--- config.mk ---
export PLATFORM = sky130hd
export DESIGN_NAME = des_cmd_sequencer
export DESIGN_NICKNAME = d
export VERILOG_FILES = /design/src/rtl/des_cmd_sequencer.sv
export SDC_FILE = /design/constraint.sdc
export NUM_CORES = 1
export LEC_CHECK = 0
export ABC_AREA = 1
export CAP_MARGIN = 5
export CORE_MARGIN = 2
export CORE_UTILIZATION = 45
export DETAILED_ROUTE_END_ITERATION = 6
export PLACE_DENSITY = 0.75
export SYNTH_ARGS = -nofsm -noshare
export SYNTH_HDL_FRONTEND = slang
export SYNTH_SLANG_ARGS = --single-unit
--- constraint.sdc ---
create_clock -name clk -period 2.5 [get_ports clk]
set_input_delay 0.5 -clock clk [delete_from_list [all_inputs] [get_ports clk]]
set_output_delay 0.5 -clock clk [all_outputs]
set_load 0.02 [all_outputs]
--- src/rtl/des_cmd_sequencer.sv ---
// des_cmd_sequencer
// Host-side initiator for the 3DES control unit's 3-bit mode command bus.
// A single start request runs a whole job: clear, counted byte load, wait
// for the core, then byte-by-byte unload with a shift command per byte.
// Every command on o_mode is registered and lasts exactly one cycle; the
// cycle in which a command is visible is the cycle after it was decided.

module des_cmd_sequencer #(
    parameter int NBYTES  = 8,
    parameter int TIMEOUT = 1024,
    parameter int TW      = 11
) (
    input  logic       clk,
    input  logic       n_rst,
    input  logic       i_start,
    input  logic [1:0] i_op,
    input  logic       i_abort,
    input  logic [7:0] i_in_data,
    input  logic       i_in_valid,
    output logic       o_in_ready,
    input  logic       i_core_done,
    input  logic [7:0] i_core_data,
    output logic [2:0] o_mode,
    output logic [7:0] o_load_data,
    output logic [7:0] o_out_data,
    output logic       o_out_valid,
    input  logic       i_out_ready,
    output logic       o_busy,
    output logic       o_done,
    output logic       o_err,
    output logic [3:0] o_byte_cnt
);

    localparam logic [2:0]    MODE_NOP   = 3'd0;
    localparam logic [2:0]    MODE_CLEAR = 3'd5;
    localparam logic [2:0]    MODE_SHIFT = 3'd6;
    localparam logic [3:0]    LP_NBYTES  = 4'(NBYTES);
    localparam logic [3:0]    LP_LAST    = 4'(NBYTES - 1);
    localparam logic [TW-1:0] LP_TLAST   = TW'(TIMEOUT - 1);

    typedef enum logic [2:0] {
        ST_IDLE           = 3'd0,
        ST_CLEAR          = 3'd1,
        ST_LOAD           = 3'd2,
        ST_WAIT           = 3'd3,
        ST_UNLOAD_PRESENT = 3'd4,
        ST_UNLOAD_SHIFT   = 3'd5,
        ST_DONE           = 3'd6,
        ST_CLEAR_ABORT    = 3'd7
    } state_t;

    state_t          r_state;
    logic [1:0]      r_op;
    logic [TW-1:0]   r_timer;
    logic [2:0]      r_mode;
    logic [7:0]      r_load_data;
    logic [3:0]      r_byte_cnt;
    logic            r_in_ready;
    logic            r_out_valid;
    logic            r_busy;
    logic            r_done;
    logic            r_err;

    // Job sequencer: state, command bus and all status outputs are registered
    // here. Handshake flags (in_ready/out_valid) are set on entry to the state
    // that owns them so they are already valid in that state's first cycle.
    always_ff @(posedge clk or negedge n_rst) begin
        if (!n_rst) begin
            r_state     <= ST_IDLE;
            r_op        <= 2'd0;
            r_timer     <= '0;
            r_mode      <= MODE_NOP;
            r_load_data <= 8'd0;
            r_byte_cnt  <= 4'd0;
            r_in_ready  <= 1'b0;
            r_out_valid <= 1'b0;
            r_busy      <= 1'b0;
            r_done      <= 1'b0;
            r_err       <= 1'b0;
        end else begin
            // Commands and the done strobe are one-cycle events unless reissued.
            r_mode <= MODE_NOP;
            r_done <= 1'b0;
            if ((r_state != ST_IDLE) && i_abort) begin
                // Abort wins over any handshake in the same cycle: that byte is
                // neither counted nor commanded.
                r_state     <= ST_CLEAR_ABORT;
                r_mode      <= MODE_CLEAR;
                r_in_ready  <= 1'b0;
                r_out_valid <= 1'b0;
                r_busy      <= 1'b1;
            end else begin
                case (r_state)
                    ST_IDLE: begin
                        if (i_start) begin
                            r_op    <= i_op;
                            r_err   <= 1'b0;
                            r_mode  <= MODE_CLEAR;
                            r_busy  <= 1'b1;
                            r_state <= ST_CLEAR;
                        end else begin
                            r_busy  <= 1'b0;
                        end
                    end
                    ST_CLEAR: begin
                        r_byte_cnt <= 4'd0;
                        r_in_ready <= 1'b1;
                        r_state    <= ST_LOAD;
                    end
                    ST_LOAD: begin
                        if (i_in_valid && r_in_ready) begin
                            // op 0..3 maps onto load codes 1..4
                            r_mode      <= {1'b0, r_op} + 3'd1;
                            r_load_data <= i_in_data;
                            r_byte_cnt  <= r_byte_cnt + 4'd1;
                            if (r_byte_cnt == LP_LAST) begin
                                r_in_ready <= 1'b0;
                                r_timer    <= '0;
                                r_state    <= ST_WAIT;
                            end else begin
                                r_state    <= ST_LOAD;
                            end
                        end else begin
                            r_state <= ST_LOAD;
                        end
                    end
                    ST_WAIT: begin
                        if (i_core_done) begin
                            r_byte_cnt  <= 4'd0;
                            r_out_valid <= 1'b1;
                            r_state     <= ST_UNLOAD_PRESENT;
                        end else if (r_timer == LP_TLAST) begin
                            r_err   <= 1'b1;
                            r_mode  <= MODE_CLEAR;
                            r_state <= ST_CLEAR_ABORT;
                        end else begin
                            r_timer <= r_timer + {{(TW-1){1'b0}}, 1'b1};
                        end
                    end
                    ST_UNLOAD_PRESENT: begin
                        if (i_out_ready) begin
                            r_mode      <= MODE_SHIFT;
                            r_byte_cnt  <= r_byte_cnt + 4'd1;
                            r_out_valid <= 1'b0;
                            r_state     <= ST_UNLOAD_SHIFT;
                        end else begin
                            r_state     <= ST_UNLOAD_PRESENT;
                        end
                    end
                    ST_UNLOAD_SHIFT: begin
                        // Hold one cycle so the shift lands before the next
                        // head byte is presented.
                        if (r_byte_cnt < LP_NBYTES) begin
                            r_out_valid <= 1'b1;
                            r_state     <= ST_UNLOAD_PRESENT;
                        end else begin
                            r_done      <= 1'b1;
                            r_state     <= ST_DONE;
                        end
                    end
                    ST_DONE: begin
                        r_busy  <= 1'b0;
                        r_state <= ST_IDLE;
                    end
                    ST_CLEAR_ABORT: begin
                        r_byte_cnt <= 4'd0;
                        r_busy     <= 1'b0;
                        r_state    <= ST_IDLE;
                    end
                    default: begin
                        r_in_ready  <= 1'b0;
                        r_out_valid <= 1'b0;
                        r_busy      <= 1'b0;
                        r_state     <= ST_IDLE;
                    end
                endcase
            end
        end
    end

    assign o_mode      = r_mode;
    assign o_load_data = r_load_data;
    assign o_byte_cnt  = r_byte_cnt;
    assign o_in_ready  = r_in_ready;
    assign o_out_valid = r_out_valid;
    assign o_busy      = r_busy;
    assign o_done      = r_done;
    assign o_err       = r_err;
    // Head of the core's output shift register goes straight to the host.
    assign o_out_data  = i_core_data;

endmodule
==> flow_summary.yaml <==
status:
  status: "complete, no violations"
floorplan:
  rows: 24
  die_h_um: 70.5
  num_io_pins: 53
  core_um2: 4290
  start_util_pct: 46.3
  die_area_um2: 4960
  die_x_um: 70.5
clock_network:
  cts_resized: 0
  cts.root.buffer_cell: "clkbuf_8"
  cts_post_setup_buffers_inserted: 0
  cts_buffers: 5
  hold_buffers: 0
  cts_tree: "done"
  clk_transition_reported_paths_ns: 0.07
  ctsHtreeMaxLevel: 2
  insertion_delay_ns: 0.29
  cts_sinks: 36
  cts_buffer_depth: 2
logic_synthesis:
  synth-seq-area-share_pct: 45.3
  yosysTopAreaCell: "dfrtp_1"
  syn_area_um2: 1990
  syn_avg_cell_area_um2: 7.61
  postSynthCellCount: 261
  synth_seq_cells: 36
  synth_cell_types: 27
  synth_area_leaders: "dfrtp_1 (45%), nand2_1 (19%), nand3_1 (7.1%), inv_1 (3.6%), nor2_1 (3.2%)"
  yosysTopAreaCellShare_pct: 45.3
  synth_nets: 289
  yosysWarnings: 0
global_routing:
  track_usage_pct: 19.0
  grt_pass1_vias: 1726
  grt_max_degree: 37
  antenna_found_initial: 0
  overflow: 0
  grt_pass1_wl_um: 7530
sta:
  slew_viol_final: 0
  worst_slew_pin_slew_ns: 0.462
  rsz0062_at_grt: "false"
  fin_crit_sh_pct: 74.3
  fin_skew_ns: 0.00387
  setup_violations: 0
  min_period_ns: 1.86
  hold_viol: 0
  fmax_ghz: 0.538
  finalSetupTns_ns: 0
  slew_headroom_pct: 69.2
cells_and_area:
  area_growth_pct: 23.7
  nets: 323
  layout-drive-gt1-share_pct: 10.1
  fillers: 395
  antenna_cells: 0
  fin_util_pct: 57.2
power_and_ir_drop:
  pwr-share-seq_pct: 38.3
  p_switching_uw: 862
  switching_share_pct: 38.3
  power.share.clock_pct: 22.7
  combPwrFrac_pct: 39.0
  p_int_uw: 1390
  vdd_drop_max_uv: 294
  p_leak_uw: 0.00125
  p_per_area_nw_per_um2: 916
worst_setup_path:
  required_ns: 2.00
  rrSetupSlack_ns: 0.89
  critPathSlowestCell: "clkdlybuf4s50_1"
  endpoint_kind: "output port"
  r2r_start: "r_state[1]"
  cp_top_family: "buffers and inverters"
  crit_fanout: 5
  arrival_ns: 1.36
  cp_slowest_stage_delay_ns: 0.64
  critPathBufInv: 1
  critPathKind: "register to output port"
  crit_path_start_kind: "register"
  path_cells: "clkdlybuf4s50_1"
  startpoint: "o_byte_cnt[3]"
min_path:
  min_path_type: "register to register"
  min_from: "o_load_data[4]"
detailed_routing:
  drc: 0
  vias: 1732
  first_pass_iters: 4
  drt_wl_total_um: 4270
  viasPerCell: 4.98
  drtIter0Drc: 147
  ant_nets: 0
  wl_per_cell_um: 12.3
placed_design:
  routabilityCongestion: 0.908
  dp_hpwl_um: 3150
  numPortBuffers: 36
flow_run:
  drv_cap: 0
==> stage by stage <==
| step | power [uW] | worst slack, ns | cell area (um2) | hold WS [ns] | std cells |
|---|---|---|---|---|---|
| after floorplan | 1420 | 1.07 | 1990 | 0.204 | 261 |
| after global placement | 1740 | 0.613 | 2350 | 0.455 | 340 |
| after detailed placement | 1750 | 0.594 | 2350 | 0.458 | 340 |
| after CTS | 2270 | 0.645 | 2460 | 0.478 | 348 |
| after global routing | 2410 | 0.607 | 2460 | 0.498 | 348 |
| final | 2250 | 0.643 | 2460 | 0.472 | 348 |
==> synth_stat cells <==
cell type,count
nand3b_1,1
o221ai_1,1
nor3b_1,1
buf_2,2
a21oi_1,5
nor2_2,2
o21bai_1,1
xnor2_1,2
nand2_1,101
inv_1,19
nand4_1,6
nor3_1,2
nor2_4,4
ha_1,3
dfrtp_1,36
nand3_1,28
buf_4,8
o21ai_2,1
nand2_4,1
nand3_2,1
buf_6,1
o21ai_0,5
nand2_2,7
nor2_1,17
xor2_1,2
or2_2,1
inv_2,3
==> metal layers <==
layer	vias up	track usage, %	share of wire (%)
met1	806	23.7	46
met2	34	31.1	48
li1	890	-	-
met4	0	6.84	0.59
met5	-	0	0
met3	2	5.77	4.9
==> flip-flops by register name, indices dropped and copies added (netlist names) <==
signal and cells:
o_mode 3, o_busy 1, r_timer 11, o_err 1, o_done 1, o_out_valid 1
r_op 2, r_state 3, o_load_data 8, o_byte_cnt 4, o_in_ready 1
==> logic make-up (layout without fill, tap and decap cells) <==
family	count (synthesis)	in the layout	share of synthesized area, %
buffers and inverters	33	68	8.25
AND/OR/NAND/NOR	172	172	39.0
adder cells (fa/ha/maj)	3	3	1.89
AO/OA/AOI/OAI	13	13	3.78
flip-flops	36	36	45.3
XOR/XNOR	4	4	1.76
==> layout make-up <==
| cell class | instances | area, um2 | area share (%) |
|---|---|---|---|
| Multi-Input combinational cell | 192 | 922 | 37.5 |
| Timing Repair Buffer | 38 | 375 | 15.3 |
| Tap cell | 52 | 65.1 | 2.65 |
| Sequential cell | 36 | 901 | 36.7 |
| Inverter | 22 | 82.6 | 3.36 |
| Clock inverter | 3 | 42.5 | 1.73 |
| Clock buffer | 5 | 68.8 | 2.80 |
==> power by group through the flow <==
stage	Combinational [uW]	Sequential [uW]	Clock (uW)
CTS	886	861	524
global placement	869	868	0
floorplan	452	973	0
global route	975	888	551
finish	879	862	511
detailed placement	881	870	0
==> cell usage in the layout (no fill, tap or decap), types with 2 or more instances in the layout <==
cell / Yosys / final
xnor2_1: 2 / 2
inv_2: 3 / 3
buf_4: 8 / 2
inv_1: 19 / 19
ha_1: 3 / 3
nor3_1: 2 / 2
nand2_1: 101 / 101
nand3_1: 28 / 28
nand4_1: 6 / 6
nand2_2: 7 / 7
dfrtp_1: 36 / 36
clkdlybuf4s50_1: 0 / 36
nor2_4: 4 / 4
o21ai_0: 5 / 5
clkbuf_8: 0 / 5
nor2_2: 2 / 2
a21oi_1: 5 / 5
nor2_1: 17 / 17
xor2_1: 2 / 2
==> worst paths after layout <==
path / to / cells past startpoint
worst max-delay path: o_byte_cnt[3] / 1
min in group asynchronous: o_byte_cnt[2] / 2
worst max register to register: r_timer[3] / 7
max in group asynchronous: r_timer[7] / 2
worst min-delay path: o_load_data[4] / 2
worst min register to register: o_load_data[4] / 2
Power figures use the tool's default switching activity.
